## config.mk

```make
export PLATFORM = sky130hd
export DESIGN_NAME = axi_read_master_flat
export DESIGN_NICKNAME = d
export VERILOG_FILES = /design/src/rtl/axi_pkg.sv /design/src/rtl/axi_read_master_if.sv /design/src/rtl/axi_out_reg.sv /design/src/rtl/axi_read_master.sv /design/src/flat_wrapper.sv
export SDC_FILE = /design/constraint.sdc
export NUM_CORES = 1
export LEC_CHECK = 0
export BUFFER_PORTS_ARGS = -buffer_cell sky130_fd_sc_hd__buf_2
export CORE_UTILIZATION = 35
export CTS_BUF_LIST = sky130_fd_sc_hd__clkbuf_4
export CTS_CLUSTER_DIAMETER = 80
export DETAILED_ROUTE_END_ITERATION = 6
export GPL_ROUTABILITY_DRIVEN = 1
export GPL_TIMING_DRIVEN = 0
export PLACE_DENSITY = 0.62
export SYNTH_ARGS = -nofsm -noshare
export SYNTH_HDL_FRONTEND = slang
export SYNTH_SLANG_ARGS = --single-unit
```

## constraint.sdc

```tcl
create_clock -name aclk -period 1.77 [get_ports aclk]
set_input_delay 0.177 -clock aclk [delete_from_list [all_inputs] [get_ports aclk]]
set_output_delay 0.177 -clock aclk [all_outputs]
set_load 0.02 [all_outputs]
```

## src/rtl/axi_pkg.sv

```systemverilog
// Shared AXI4 encodings used by the read master and the slave RAM.
package axi_pkg;

  localparam logic [1:0] BURST_FIXED = 2'b00;
  localparam logic [1:0] BURST_INCR  = 2'b01;
  localparam logic [1:0] BURST_WRAP  = 2'b10;

  localparam logic [1:0] RESP_OKAY   = 2'b00;
  localparam logic [1:0] RESP_EXOKAY = 2'b01;
  localparam logic [1:0] RESP_SLVERR = 2'b10;
  localparam logic [1:0] RESP_DECERR = 2'b11;

  typedef enum logic [1:0] {
    IDLE = 2'd0,
    ADDR = 2'd1,
    DATA = 2'd2
  } state_t;

endpackage

```

## src/rtl/axi_read_master_if.sv

```systemverilog
// AXI4 read address and read data channels between one master and one slave.
interface axi_read_master_if #(
  parameter int DATA_WIDTH    = 32,
  parameter int ADDRESS_WIDTH = 8
);

  logic [ADDRESS_WIDTH-1:0] araddr;
  logic [7:0]               arlen;
  logic [2:0]               arsize;
  logic [1:0]               arburst;
  logic                     arvalid;
  logic                     arready;
  logic [DATA_WIDTH-1:0]    rdata;
  logic [1:0]               rresp;
  logic                     rlast;
  logic                     rvalid;
  logic                     rready;

  modport master (
    output araddr, arlen, arsize, arburst, arvalid, rready,
    input  arready, rdata, rresp, rlast, rvalid
  );

  modport slave (
    input  araddr, arlen, arsize, arburst, arvalid, rready,
    output arready, rdata, rresp, rlast, rvalid
  );

endinterface

```

## src/rtl/axi_out_reg.sv

```systemverilog
// One-entry valid/ready holding register. A consume and a reload in the same
// cycle are allowed, so a streaming producer sees one beat per cycle.
module axi_out_reg #(
  parameter int WIDTH = 32
) (
  input  logic             clk,
  input  logic             rst,
  input  logic             load_i,
  input  logic [WIDTH-1:0] data_i,
  input  logic             last_i,
  input  logic             ready_i,
  output logic             accept_o,
  output logic             valid_o,
  output logic [WIDTH-1:0] data_o,
  output logic             last_o
);

  logic             valid_q;
  logic [WIDTH-1:0] data_q;
  logic             last_q;

  assign accept_o = !valid_q || ready_i;
  assign valid_o  = valid_q;
  assign data_o   = data_q;
  assign last_o   = last_q;

  // Load wins over consume; a consume without reload empties the slot.
  always_ff @(posedge clk) begin
    if (rst) begin
      valid_q <= 1'b0;
      data_q  <= '0;
      last_q  <= 1'b0;
    end else if (load_i) begin
      valid_q <= 1'b1;
      data_q  <= data_i;
      last_q  <= last_i;
    end else if (ready_i) begin
      valid_q <= 1'b0;
    end
  end

endmodule

```

## src/rtl/axi_read_master.sv

```systemverilog
// AXI4 read master: one client command becomes one INCR burst; returned beats
// are forwarded through a one-entry output register with back-pressure.
//
// state | meaning
// IDLE  | ready for a client command (last beat may still sit in out reg)
// ADDR  | arvalid high with latched fields until arready
// DATA  | collecting R beats until the counted final beat is taken
module axi_read_master
  import axi_pkg::*;
#(
  parameter int DATA_WIDTH    = 32,
  parameter int STROBE_WIDTH  = DATA_WIDTH / 8,
  parameter int ADDRESS_WIDTH = 8
) (
  input  logic                     aclk,
  input  logic                     areset,
  input  logic                     cmd_valid,
  output logic                     cmd_ready,
  input  logic [ADDRESS_WIDTH-1:0] cmd_addr,
  input  logic [7:0]               cmd_len,
  input  logic [2:0]               cmd_size,
  axi_read_master_if.master        axi,
  output logic [DATA_WIDTH-1:0]    out_data,
  output logic                     out_last,
  output logic                     out_valid,
  input  logic                     out_ready,
  output logic                     done,
  output logic                     err
);

  localparam logic [2:0] SIZE_MAX = 3'($clog2(STROBE_WIDTH));

  state_t                   state_q, state_d;
  logic [ADDRESS_WIDTH-1:0] addr_q, addr_d;
  logic [7:0]               len_q, len_d;
  logic [2:0]               size_q, size_d;
  logic [8:0]               beats_left_q, beats_left_d;
  logic                     err_q, err_d;
  logic                     done_q, done_d;
  logic                     arvalid_c, rready_c, out_load, out_accept, final_beat;

  assign final_beat  = (beats_left_q == 9'd1);
  assign axi.araddr  = addr_q;
  assign axi.arlen   = len_q;
  assign axi.arsize  = size_q;
  assign axi.arburst = BURST_INCR;
  assign axi.arvalid = arvalid_c;
  assign axi.rready  = rready_c;
  assign done        = done_q;
  assign err         = err_q;

  // State and burst bookkeeping registers.
  always_ff @(posedge aclk) begin
    if (areset) begin
      state_q      <= IDLE;
      addr_q       <= '0;
      len_q        <= '0;
      size_q       <= '0;
      beats_left_q <= '0;
      err_q        <= 1'b0;
      done_q       <= 1'b0;
    end else begin
      state_q      <= state_d;
      addr_q       <= addr_d;
      len_q        <= len_d;
      size_q       <= size_d;
      beats_left_q <= beats_left_d;
      err_q        <= err_d;
      done_q       <= done_d;
    end
  end

  // Next-state, handshakes and error/done decisions.
  always_comb begin
    state_d      = state_q;
    addr_d       = addr_q;
    len_d        = len_q;
    size_d       = size_q;
    beats_left_d = beats_left_q;
    err_d        = err_q;
    done_d       = 1'b0;
    cmd_ready    = 1'b0;
    arvalid_c    = 1'b0;
    rready_c     = 1'b0;
    out_load     = 1'b0;
    unique case (state_q)
      IDLE: begin
        cmd_ready = 1'b1;
        if (cmd_valid) begin
          addr_d       = cmd_addr;
          len_d        = cmd_len;
          size_d       = cmd_size;
          beats_left_d = {1'b0, cmd_len} + 9'd1;
          err_d        = 1'b0;
          if (cmd_size > SIZE_MAX) begin
            // Illegal beat size: report and finish without touching the bus.
            err_d  = 1'b1;
            done_d = 1'b1;
          end else begin
            state_d = ADDR;
          end
        end
      end
      ADDR: begin
        arvalid_c = 1'b1;
        if (axi.arready) state_d = DATA;
      end
      DATA: begin
        rready_c = out_accept;
        if (axi.rvalid && out_accept) begin
          out_load     = 1'b1;
          beats_left_d = beats_left_q - 9'd1;
          if (axi.rresp != RESP_OKAY) err_d = 1'b1;
          if (axi.rlast != final_beat) err_d = 1'b1;
          if (final_beat) begin
            done_d  = 1'b1;
            state_d = IDLE;
          end
        end
      end
      default: state_d = IDLE;
    endcase
  end

  axi_out_reg #(.WIDTH(DATA_WIDTH)) u_out_reg (
    .clk      (aclk),
    .rst      (areset),
    .load_i   (out_load),
    .data_i   (axi.rdata),
    .last_i   (final_beat),
    .ready_i  (out_ready),
    .accept_o (out_accept),
    .valid_o  (out_valid),
    .data_o   (out_data),
    .last_o   (out_last)
  );

endmodule

```

## src/flat_wrapper.sv

```systemverilog
// flat-port wrapper written by rule: the top's interface ports become plain ports
module axi_read_master_flat import axi_pkg::*;
#(
  parameter int DATA_WIDTH    = 32,
  parameter int STROBE_WIDTH  = DATA_WIDTH / 8,
  parameter int ADDRESS_WIDTH = 8
)
  (aclk, areset, cmd_valid, cmd_ready, cmd_addr, cmd_len, cmd_size, out_data, out_last, out_valid, out_ready, done, err, axi_araddr, axi_arlen, axi_arsize, axi_arburst, axi_arvalid, axi_rready, axi_arready, axi_rdata, axi_rresp, axi_rlast, axi_rvalid);
  axi_read_master_if #(.DATA_WIDTH(DATA_WIDTH), .ADDRESS_WIDTH(ADDRESS_WIDTH)) axi_i ();
  input  logic aclk;
  input  logic areset;
  input  logic cmd_valid;
  output logic cmd_ready;
  input  logic [ADDRESS_WIDTH-1:0] cmd_addr;
  input  logic [7:0] cmd_len;
  input  logic [2:0] cmd_size;
  output logic [DATA_WIDTH-1:0] out_data;
  output logic out_last;
  output logic out_valid;
  input  logic out_ready;
  output logic done;
  output logic err;
  output wire logic [$bits(axi_i.araddr)-1:0] axi_araddr;
  output wire logic [$bits(axi_i.arlen)-1:0] axi_arlen;
  output wire logic [$bits(axi_i.arsize)-1:0] axi_arsize;
  output wire logic [$bits(axi_i.arburst)-1:0] axi_arburst;
  output wire logic [$bits(axi_i.arvalid)-1:0] axi_arvalid;
  output wire logic [$bits(axi_i.rready)-1:0] axi_rready;
  input wire logic [$bits(axi_i.arready)-1:0] axi_arready;
  input wire logic [$bits(axi_i.rdata)-1:0] axi_rdata;
  input wire logic [$bits(axi_i.rresp)-1:0] axi_rresp;
  input wire logic [$bits(axi_i.rlast)-1:0] axi_rlast;
  input wire logic [$bits(axi_i.rvalid)-1:0] axi_rvalid;
  assign axi_araddr = axi_i.araddr;
  assign axi_arlen = axi_i.arlen;
  assign axi_arsize = axi_i.arsize;
  assign axi_arburst = axi_i.arburst;
  assign axi_arvalid = axi_i.arvalid;
  assign axi_rready = axi_i.rready;
  assign axi_i.arready = axi_arready;
  assign axi_i.rdata = axi_rdata;
  assign axi_i.rresp = axi_rresp;
  assign axi_i.rlast = axi_rlast;
  assign axi_i.rvalid = axi_rvalid;
  axi_read_master #(.DATA_WIDTH(DATA_WIDTH), .STROBE_WIDTH(STROBE_WIDTH), .ADDRESS_WIDTH(ADDRESS_WIDTH)) u_core (.aclk(aclk), .areset(areset), .cmd_valid(cmd_valid), .cmd_ready(cmd_ready), .cmd_addr(cmd_addr), .cmd_len(cmd_len), .cmd_size(cmd_size), .axi(axi_i), .out_data(out_data), .out_last(out_last), .out_valid(out_valid), .out_ready(out_ready), .done(done), .err(err));
endmodule
```

==> flow_summary.yaml, run 1 <==
synth:
  synth_edf_count: 0
  synth_nets: 418
  ys_seq_area_frac: 0.4831
  synth_area_leaders: "dfxtp_1 (48%), nand2_1 (16%), a21oi_1 (12%)"
  ys_warn_count: 0
  synth_mux_area_frac: 0.004117
  synth.largest_area_cell: "dfxtp_1"
  synthCells: 355
  synth_top_family_by_area: "simple AND/OR/NAND/NOR gates"
  synth_top_flop_cell: "dfxtp_1"
  ys_types: 37
  synth_compound_area_frac: 0.1880
  synthesis.area_sq_um: 2735
  avgSynthCellArea_sq_um: 7.705
  async_flop_share: 0
  synth_top_area_frac: 0.4831
  yosys.area_share.simple: 0.2443
  synthAdderAreaFrac: 0.01372
  ys_seq_elements: 66
  synth_xor_area_frac: 0.01921
timing:
  timing.final.crit_share: 0.9240
  clock_skew_ns: 0.01083
  max_freq_mhz: 611.5
  fin_ws_ns: 0.1346
  setup-violations-final: 0
  maxSlewViolCount: 0
  rsz0062_at_grt: "yes"
  worst_pin_slew_ns: 0.5404
  relSlewSlack: 0.6397
  hold_violations: 0
  hold_slack_ns: 0.01709
  post-route-min-period_ns: 1.635
die:
  dieWidth_um: 90.40
  die_y_um: 90.40
  die_area_sq_um: 8172
  num_io_pins: 120
  start_util: 0.3692
  core_area_sq_um: 7408
  rows: 31
global_route:
  grt_max_degree: 11
  grt_pass1_vias: 2744
  grt_pass1_wl_mm: 12.85
  gr-total-overflow: 0
  track_usage: 0.1980
  grt_antenna_before_repair: 0
layout:
  ff_latch_area_sq_um: 1323
  layout-drive-gt1-share: 0.2854
  multi_input_area_sq_um: 1291
  area_growth_pct: 47.07
  fillCellCount: 754
  antenna_cells: 0
  fin_nets: 588
placement:
  dpl_worst_slack_ns: 0.1666
  numPortBuffers: 116
  dp_hpwl_mm: 5.568
  gp_congestion: 0.8090
setup_path:
  critPathMaxFanout: 4
  startpoint_type: "register"
  crit_required_ns: 2.11
  cp.arrival_ns: 1.97
  critPathSlowestCell: "nor4b_2"
  max_stage_delay_ns: 0.38
  end_kind: "register"
  path_buf_inv: 1
  crit_path_cell_trace: "inv_1 > ha_1 > nor4b_2 > nor2b_1 > o21ai_0 > a221oi_2"
  reg2reg_setup_slack_ns: 0.13
  cp_top_family: "simple AND/OR/NAND/NOR gates"
  criticalPathCategory: "register to register"
drt:
  drc: 0
  route.vias.total: 2947
  initialDrtViolationCount: 116
  viasPerCell: 4.693
  routed_wirelength_mm: 7.962
  post_drt_wl_per_cell_um: 12.68
  postRouteAntennaNets: 0
  drt-pass1-iter-count: 4
pwr:
  power_density_nw_per_um2: 803.3
  p_leak_uw: 0.001768
  total_power_uw: 3231
  max-vdd-ir-drop_uv: 388.2
cts:
  clkLatencyLatePin_ns: 0.42
  clock_path_buffers: 2
  clk_pin_slew_ns: 0.11
  h-tree-depth: 3
  clock-sinks: 66
  tritoncts: "done"
  cts_root_buffer: "clkbuf_4"
  numCtsBuffers: 9
flow_run:
  maxCapViolCount: 0
outcome:
  status: "finished, final reports clean"
min_path:
  hp-class: "input port to register"
-- per-layer routing --
layer / share of wire / vias to the layer above / routed length [um] / GRT usage
met5: 0 / - / 0 / 0
met4: 0.015 / 0 / 117 / 0.06855
met3: 0.073 / 13 / 578 / 0.06313
met2: 0.49 / 98 / 3883 / 0.3333
met1: 0.42 / 1319 / 3382 / 0.2370
li1: - / 1517 / - / -
-- logic make-up after synthesis --
logic type / Yosys count
AND/OR/NAND/NOR: 156
buffers and inverters: 27
AO/OA/AOI/OAI: 94
XOR/XNOR: 6
other: 2
adder cells (fa/ha/maj): 3
multiplexers: 1
flip-flops: 66
-- cell usage after synthesis, types with 2 or more instances --
| cell | instances |
|---|---|
| nor3_1 | 5 |
| xor2_1 | 3 |
| o21ai_0 | 3 |
| nand3_1 | 10 |
| xnor2_1 | 3 |
| nand2b_1 | 3 |
| inv_1 | 4 |
| clkbuf_1 | 12 |
| buf_2 | 8 |
| nor2_1 | 9 |
| dfxtp_1 | 66 |
| nor4_1 | 2 |
| o21ai_1 | 13 |
| nor2b_1 | 3 |
| conb_1 | 2 |
| nand2_1 | 115 |
| ha_1 | 3 |
| a21oi_1 | 68 |
| and2_1 | 2 |
| buf_4 | 3 |
| a211oi_1 | 2 |
-- flip-flops by register name, summed over array words and instances (netlist names) --
signal	cells
u_core.axi.arsize	3
u_core.u_out_reg.last_o	1
u_core.u_out_reg.valid_o	1
u_core.axi.arlen	8
u_core.axi.araddr	8
u_core.state_q	2
u_core.beats_left_q	9
u_core.err	1
u_core.done	1
u_core.u_out_reg.data_o	32
-- worst paths after layout --
path,end,start,cells after the start
worst max-delay path,u_core.beats_left_q[6],u_core.beats_left_q[0],6
worst min-delay path,u_core.state_q[1],axi_arready,3
worst max register to register,u_core.beats_left_q[6],u_core.beats_left_q[0],6
worst min register to register,u_core.u_out_reg.data_o[7],u_core.u_out_reg.data_o[7],2
-- report_power, final --
group          switching, uW  total (uW)  internal [uW]
sequential              37.5        1580           1540
combinational            301         540            239
clock                    520        1110            589
-- worst register-to-register path: cells and delay by family, from the launching register on --
family | cells | cell delay, ns
AND/OR/NAND/NOR | 2 | 0.60
flip-flops | 1 | 0.35
AO/OA/AOI/OAI | 2 | 0.33
adder cells (fa/ha/maj) | 1 | 0.21
buffers and inverters | 1 | 0.09
-- stage by stage --
stage	utilization	setup TNS (ns)	instance area, sq um	std cells
6_report	0.5430	0	4023	628
5_1_grt	0.5430	-0.003247	4023	628
4_1_cts	0.5404	0	4004	626
3_5_place_dp	0.4643	0	3440	570
3_3_place_gp	0.4643	0	3440	570
2_1_floorplan	-	0	2735	355
-- area by class of cell --
| type | count | area share |
|---|---|---|
| buffer | 23 | 0.02768 |
| clock buffer | 11 | 0.02053 |
| clock inverter | 4 | 0.01680 |
| inverter | 4 | 0.003733 |
| multi-input combinational | 262 | 0.3210 |
| sequential | 66 | 0.3288 |
| tap | 99 | 0.03079 |
| timing repair buffer | 159 | 0.2507 |
-- cells in the final DEF, fill, tap and decap left out, types with 2 or more instances in the layout --
master / count
nor2_1: 9
xor2_1: 3
nor2b_1: 3
clkbuf_4: 11
o21ai_0: 3
a21oi_1: 68
dfxtp_1: 65
dlygate4sd3_1: 42
and2_1: 2
buf_2: 123
a211oi_1: 2
conb_1: 2
bufinv_16: 2
clkinv_1: 2
nand2_1: 115
o21ai_1: 13
ha_1: 3
xnor2_1: 3
nor3_1: 5
clkbuf_1: 11
buf_4: 5
inv_1: 4
nor4_1: 2
nand3_1: 10
nand2b_1: 3
-- repair_timing --
item,4_1_cts,5_1_grt
hold buffers,41,1
buffers inserted,0,1
hold endpoints to repair,41,1
setup endpoints to repair,1,4
gates resized for setup,2,2
Note: power is estimated with default switching activity, not from simulation.
==> run 2: changes to the inputs <==
--- a/config.mk
+++ b/config.mk
@@ -12,7 +12,7 @@
 export DETAILED_ROUTE_END_ITERATION = 6
 export GPL_ROUTABILITY_DRIVEN = 1
 export GPL_TIMING_DRIVEN = 0
-export PLACE_DENSITY = 0.62
+export PLACE_DENSITY = 0.67
 export SYNTH_ARGS = -nofsm -noshare
 export SYNTH_HDL_FRONTEND = slang
 export SYNTH_SLANG_ARGS = --single-unit
==> run 2 against run 1 <==
Compared with the run above: critical path depth shrank 1; critical path type is now register to primary output; via count is 1.2% higher; total power rose by 7.2%; wire length grew 1.5%; non-clock buffer count rose by 2; fmax grew 0.43%; first-iteration DRC count fell by 17%; flip-flop and latch count did not move; die area unchanged; worst setup slack improved by 0.0069 ns; largest cell class unchanged; combinational power increased by 2%.
==> flow_summary.yaml, run 2 (same netlist as run 1, synthesis figures left out) <==
layout:
  fin_nets: 590
  layout-drive-gt1-share: 0.2914
  mostFrequentLayoutCell: "buf_2"
  largest_register_ff_count: 32
  utilization: 0.5526
  layout_common_cells: "buf_2 (123), nand2_1 (115), a21oi_1 (68)"
  area_growth_pct: 49.68
  stdcell_area_sq_um: 4094
  antenna_cells: 0
setup_path:
  crit_required_ns: 1.59
  cp_common_cell: "buf_2"
  end_kind: "primary output"
  criticalPathCategory: "register to primary output"
  cp.arrival_ns: 1.45
  critPathSlowestCell: "dfxtp_1"
  crit_path_cell_trace: "buf_2 > nor2b_1 > buf_4 > and2_1 > buf_2"
  critPathMaxFanout: 8
  startpoint_type: "register"
  path_buf_inv: 3
  cp_top_family: "buffers and inverters"
  max_stage_delay_ns: 0.31
outcome:
  status: "finished, final reports clean"
global_route:
  track_usage: 0.2018
  grt_max_degree: 14
  gr-total-overflow: 0
  grt_pass1_vias: 2864
  grt_pass1_wl_mm: 13.31
  grt_antenna_before_repair: 0
pwr:
  seq_power_share: 0.457
  max-vdd-ir-drop_uv: 541.6
  switchingPower_uw: 946.8
  p_int_uw: 2518
  p_leak_uw: 0.001801
  comb_power_share: 0.158
  clkPwrFrac: 0.384
  sw_frac_of_total: 0.2732
  power_density_nw_per_um2: 846.3
  total_power_uw: 3465
placement:
  numPortBuffers: 116
  gp_congestion: 0.8237
  dp_hpwl_mm: 5.592
  postPlaceCellArea_sq_um: 3440
drt:
  post_drt_wl_per_cell_um: 12.81
  viasPerCell: 4.727
  route.vias.total: 2983
  drt-pass1-iter-count: 5
  drc: 0
  initialDrtViolationCount: 96
  routed_wirelength_mm: 8.084
  postRouteAntennaNets: 0
die:
  die_y_um: 90.40
  core_area_sq_um: 7408
  dieWidth_um: 90.40
  num_io_pins: 120
  die_area_sq_um: 8172
  start_util: 0.3692
  rows: 31
timing:
  setup_tns_ns: 0
  worst_pin_slew_ns: 0.5566
  relSlewSlack: 0.6289
  hold_slack_ns: 0.02985
  maxSlewViolCount: 0
  timing.final.crit_share: 0.9200
  setup-violations-final: 0
  rsz0062_at_grt: "no"
  post-route-min-period_ns: 1.628
  clock_skew_ns: 0.02328
  hold_violations: 0
  max_freq_mhz: 614.1
flow_run:
  maxCapViolCount: 0
min_path:
  hp-class: "input port to register"
cts:
  clkLatencyLatePin_ns: 0.43
  clock_path_buffers: 2
  clk_pin_slew_ns: 0.12
  cts_root_buffer: "clkbuf_4"
  numCtsBuffers: 9
  h-tree-depth: 3
  tritoncts: "done"
  clock-sinks: 66
run 2: cell count changes in the layout (fill, tap and decap cells not counted), moves of 2 or more:
cell and delta:
clkbuf_4 -2, clkinv_1 -2, dlygate4sd3_1 +2, inv_6 +2
run 2: path summary, 6_finish.rpt:
kind,from,end,slack (ns),depth (start not counted)
worst max-delay path,u_core.state_q[0],axi_rready,0.14,5
worst min-delay path,cmd_len[4],u_core.axi.arlen[4],0.03,3
worst max register to register,u_core.beats_left_q[1],u_core.beats_left_q[6],0.22,6
worst min register to register,u_core.axi.araddr[5],u_core.axi.araddr[5],0.46,2
run 2: worst register-to-register path, stage by stage (launching register included):
cell and delay (ns):
dfxtp_1 0.33, inv_1 0.09, ha_1 0.23, nor4b_4 0.30, nor2b_1 0.20, o21ai_0 0.11, a221oi_2 0.22
run 2: per-stage QoR:
stage / instances / setup WS, ns
6_report: 631 / 0.1415
5_1_grt: 631 / 0.04409
3_5_place_dp: 570 / 0.1404
2_1_floorplan: 355 / 0.3202
4_1_cts: 629 / 0.03347
3_3_place_gp: 570 / 0.2050
run 2: per-layer routing:
layer	routed length, um	vias up	GRT usage	part of all wire
li1	-	1525	-	-
met1	3464	1352	0.2286	0.43
met2	3931	95	0.3581	0.49
met3	596	11	0.07660	0.074
met4	91	0	0.04435	0.011
met5	0	-	0	0
run 2: timing repair:
action                                 in CTS  in global routing
setup buffers                               0                  1
hold buffers                               43                  1
endpoints found under the hold margin      43                  1
setup endpoints to repair                   1                  7
gates resized for setup                     1                  6
run 2: layout make-up:
| class | count | area (sq um) |
|---|---|---|
| fillers | 711 | 3314 |
| flip-flops and latches | 66 | 1323 |
| multi-input cells | 262 | 1300 |
| repair buffers | 161 | 1028 |
| clock inverters | 7 | 123.9 |
| well taps | 99 | 123.9 |
| plain buffers | 23 | 112.6 |
| clock buffers | 9 | 67.56 |
| inverters | 4 | 15.01 |
run 2: power by group through the flow:
stage	combinational (uW)	sequential (uW)	clock, uW
after CTS	539	1580	1350
after global routing	605	1590	1430
after global placement	456	1610	0
after floorplan	235	1660	0
final	549	1590	1330
after detailed placement	465	1620	0
==> run 3: changes to the inputs <==
--- a/config.mk
+++ b/config.mk
@@ -6,13 +6,16 @@
 export NUM_CORES = 1
 export LEC_CHECK = 0
 export BUFFER_PORTS_ARGS = -buffer_cell sky130_fd_sc_hd__buf_2
-export CORE_UTILIZATION = 35
+export CELL_PAD_IN_SITES_DETAIL_PLACEMENT = 1
+export CELL_PAD_IN_SITES_GLOBAL_PLACEMENT = 1
+export CORE_MARGIN = 2
+export CORE_UTILIZATION = 34
 export CTS_BUF_LIST = sky130_fd_sc_hd__clkbuf_4
 export CTS_CLUSTER_DIAMETER = 80
 export DETAILED_ROUTE_END_ITERATION = 6
 export GPL_ROUTABILITY_DRIVEN = 1
 export GPL_TIMING_DRIVEN = 0
-export PLACE_DENSITY = 0.67
+export PLACE_DENSITY = 0.87
 export SYNTH_ARGS = -nofsm -noshare
 export SYNTH_HDL_FRONTEND = slang
 export SYNTH_SLANG_ARGS = --single-unit
==> run 3 against run 2 <==
Compared with the run above: worst hold slack worse by 0.016 ns; clock-buffer cell count unchanged; worst setup slack worse by 0.034 ns; largest cell class unchanged; non-clock buffer count down 1; fmax down 2.1%; critical path type unchanged; register-to-register slack worse by 0.09 ns; flip-flop and latch count unchanged; sequential power about the same.
==> flow_summary.yaml, run 3 (same netlist as run 1, synthesis figures left out) <==
setup_path:
  max_stage_delay_ns: 0.32
  critPathMaxFanout: 10
  crit_path_cell_trace: "buf_2 > nor2b_4 > buf_6 > and2_1 > buf_4"
  crit_required_ns: 1.59
  critPathSlowestCell: "dfxtp_1"
  startpoint_type: "register"
  criticalPathCategory: "register to primary output"
  cp.arrival_ns: 1.49
  end_kind: "primary output"
drt:
  routed_wirelength_mm: 10.33
  route.vias.total: 3124
  post_drt_wl_per_cell_um: 16.35
  drt-pass1-iter-count: 4
  postRouteAntennaNets: 0
  viasPerCell: 4.943
  initialDrtViolationCount: 83
  drc: 0
cts:
  numCtsBuffers: 9
  h-tree-depth: 3
  clk_pin_slew_ns: 0.11
  clkLatencyLatePin_ns: 0.43
  clock-sinks: 66
  clock_path_buffers: 2
  cts_setup_buffers: 0
  cts_root_buffer: "clkbuf_4"
  tritoncts: "done"
pwr:
  power_density_nw_per_um2: 771.6
  comb_power_share: 0.184
  clkPwrFrac: 0.305
  sw_frac_of_total: 0.2944
  max-vdd-ir-drop_uv: 349.8
  switchingPower_uw: 915.6
  seq_power_share: 0.510
  p_int_uw: 2194
  p_leak_uw: 0.001766
placement:
  dpl_worst_slack_ns: 0.1099
  numPortBuffers: 116
  dp_hpwl_mm: 6.540
  gp_congestion: 0.7829
die:
  die_y_um: 93.69
  num_io_pins: 120
  dieWidth_um: 93.69
  die_area_sq_um: 8778
  rows: 32
  core_area_sq_um: 7767
  start_util: 0.3521
global_route:
  grt_use_met3: 0.08828
  track_usage: 0.2426
  grt_pass1_wl_mm: 16.49
  grt_max_degree: 11
  gr-max-usage-layer: "met2"
  grt_pass1_vias: 3408
  gr-total-overflow: 0
  grt_antenna_before_repair: 0
  grt_util_met2: 0.4458
  met1_usage: 0.2539
layout:
  largest_register_ff_count: 32
  layout-drive-gt1-share: 0.2854
  fin_nets: 589
  mostFrequentLayoutCell: "buf_2"
  layout_common_cells: "buf_2 (122), nand2_1 (115), a21oi_1 (68)"
  area_growth_pct: 47.35
timing:
  maxSlewViolCount: 0
  clock_skew_ns: 0.005997
  timing.final.crit_share: 0.9394
  fin_ws_ns: 0.1073
  max_freq_mhz: 601.4
  post-route-min-period_ns: 1.663
  relSlewSlack: 0.6232
  worst_pin_slew_ns: 0.5652
  hold_slack_ns: 0.01396
  setup-violations-final: 0
  hold_violations: 0
min_path:
  hp-class: "input port to register"
outcome:
  status: "finished, final reports clean"
flow_run:
  maxCapViolCount: 0
[run 3: cell types whose count changed in the layout (fill, tap and decap cells not counted), moves of 2 or more]
cell / before / now
bufinv_16: 3 / 1
clkinv_1: 0 / 2
clkinv_2: 0 / 2
inv_6: 2 / 0
[run 3: area by class of cell]
cell class / count / area [sq um]
inverters: 4 / 15.01
well taps: 102 / 127.6
diodes: 1 / 2.502
clock inverters: 5 / 47.55
plain buffers: 23 / 116.4
fillers: 988 / 3737
clock buffers: 9 / 67.56
multi-input cells: 262 / 1308
repair buffers: 160 / 1023
flip-flops and latches: 66 / 1323
[run 3: through the flow]
step | utilization | instance area, sq um | instances | setup TNS (ns) | power [uW]
final | 0.5188 | 4030 | 632 | 0 | 3110
after global routing | 0.5185 | 4028 | 631 | -0.005705 | 3263
after CTS | 0.5142 | 3994 | 630 | 0 | 3103
after detailed placement | 0.4433 | 3443 | 573 | 0 | 2091
after global placement | 0.4433 | 3443 | 573 | 0 | 2072
after floorplan | - | 2735 | 355 | 0 | 1896
[run 3: final timing paths]
check	slack, ns	cells after the start	start	to
max	0.11	5	u_core.state_q[0]	axi_rready
max reg2reg	0.13	6	u_core.beats_left_q[1]	u_core.beats_left_q[6]
min	0.01	3	cmd_len[4]	u_core.axi.arlen[4]
min reg2reg	0.46	2	u_core.axi.arlen[0]	u_core.axi.arlen[0]
[run 3: what timing repair did]
action / CTS / global route
hold endpoints to repair: 43 / 1
hold buffers: 43 / 1
gates cloned: 0 / 0
resized for setup: 2 / 9
setup endpoints to repair: 1 / 12
[run 3: worst max-delay path, delay by kind of cell, from the launching register on]
family / cells / cell delay, ns
DFF: 1 / 0.32
buffers and inverters: 3 / 0.47
and+or+nand+nor: 2 / 0.28
[run 3: power groups by stage]
stage	sequential, uW	clock (uW)	combinational [uW]
2_1_floorplan	1660	0	235
3_3_place_gp	1610	0	459
3_5_place_dp	1620	0	474
4_1_cts	1580	968	551
5_1_grt	1600	1040	628
6_report	1590	949	573
[run 3: per-layer routing]
metal,wire length (um),vias to the layer above,part of all wire
met5,0,-,0
met4,222,0,0.021
met3,760,19,0.074
met2,5460,94,0.53
met1,3890,1489,0.38
li1,-,1522,-
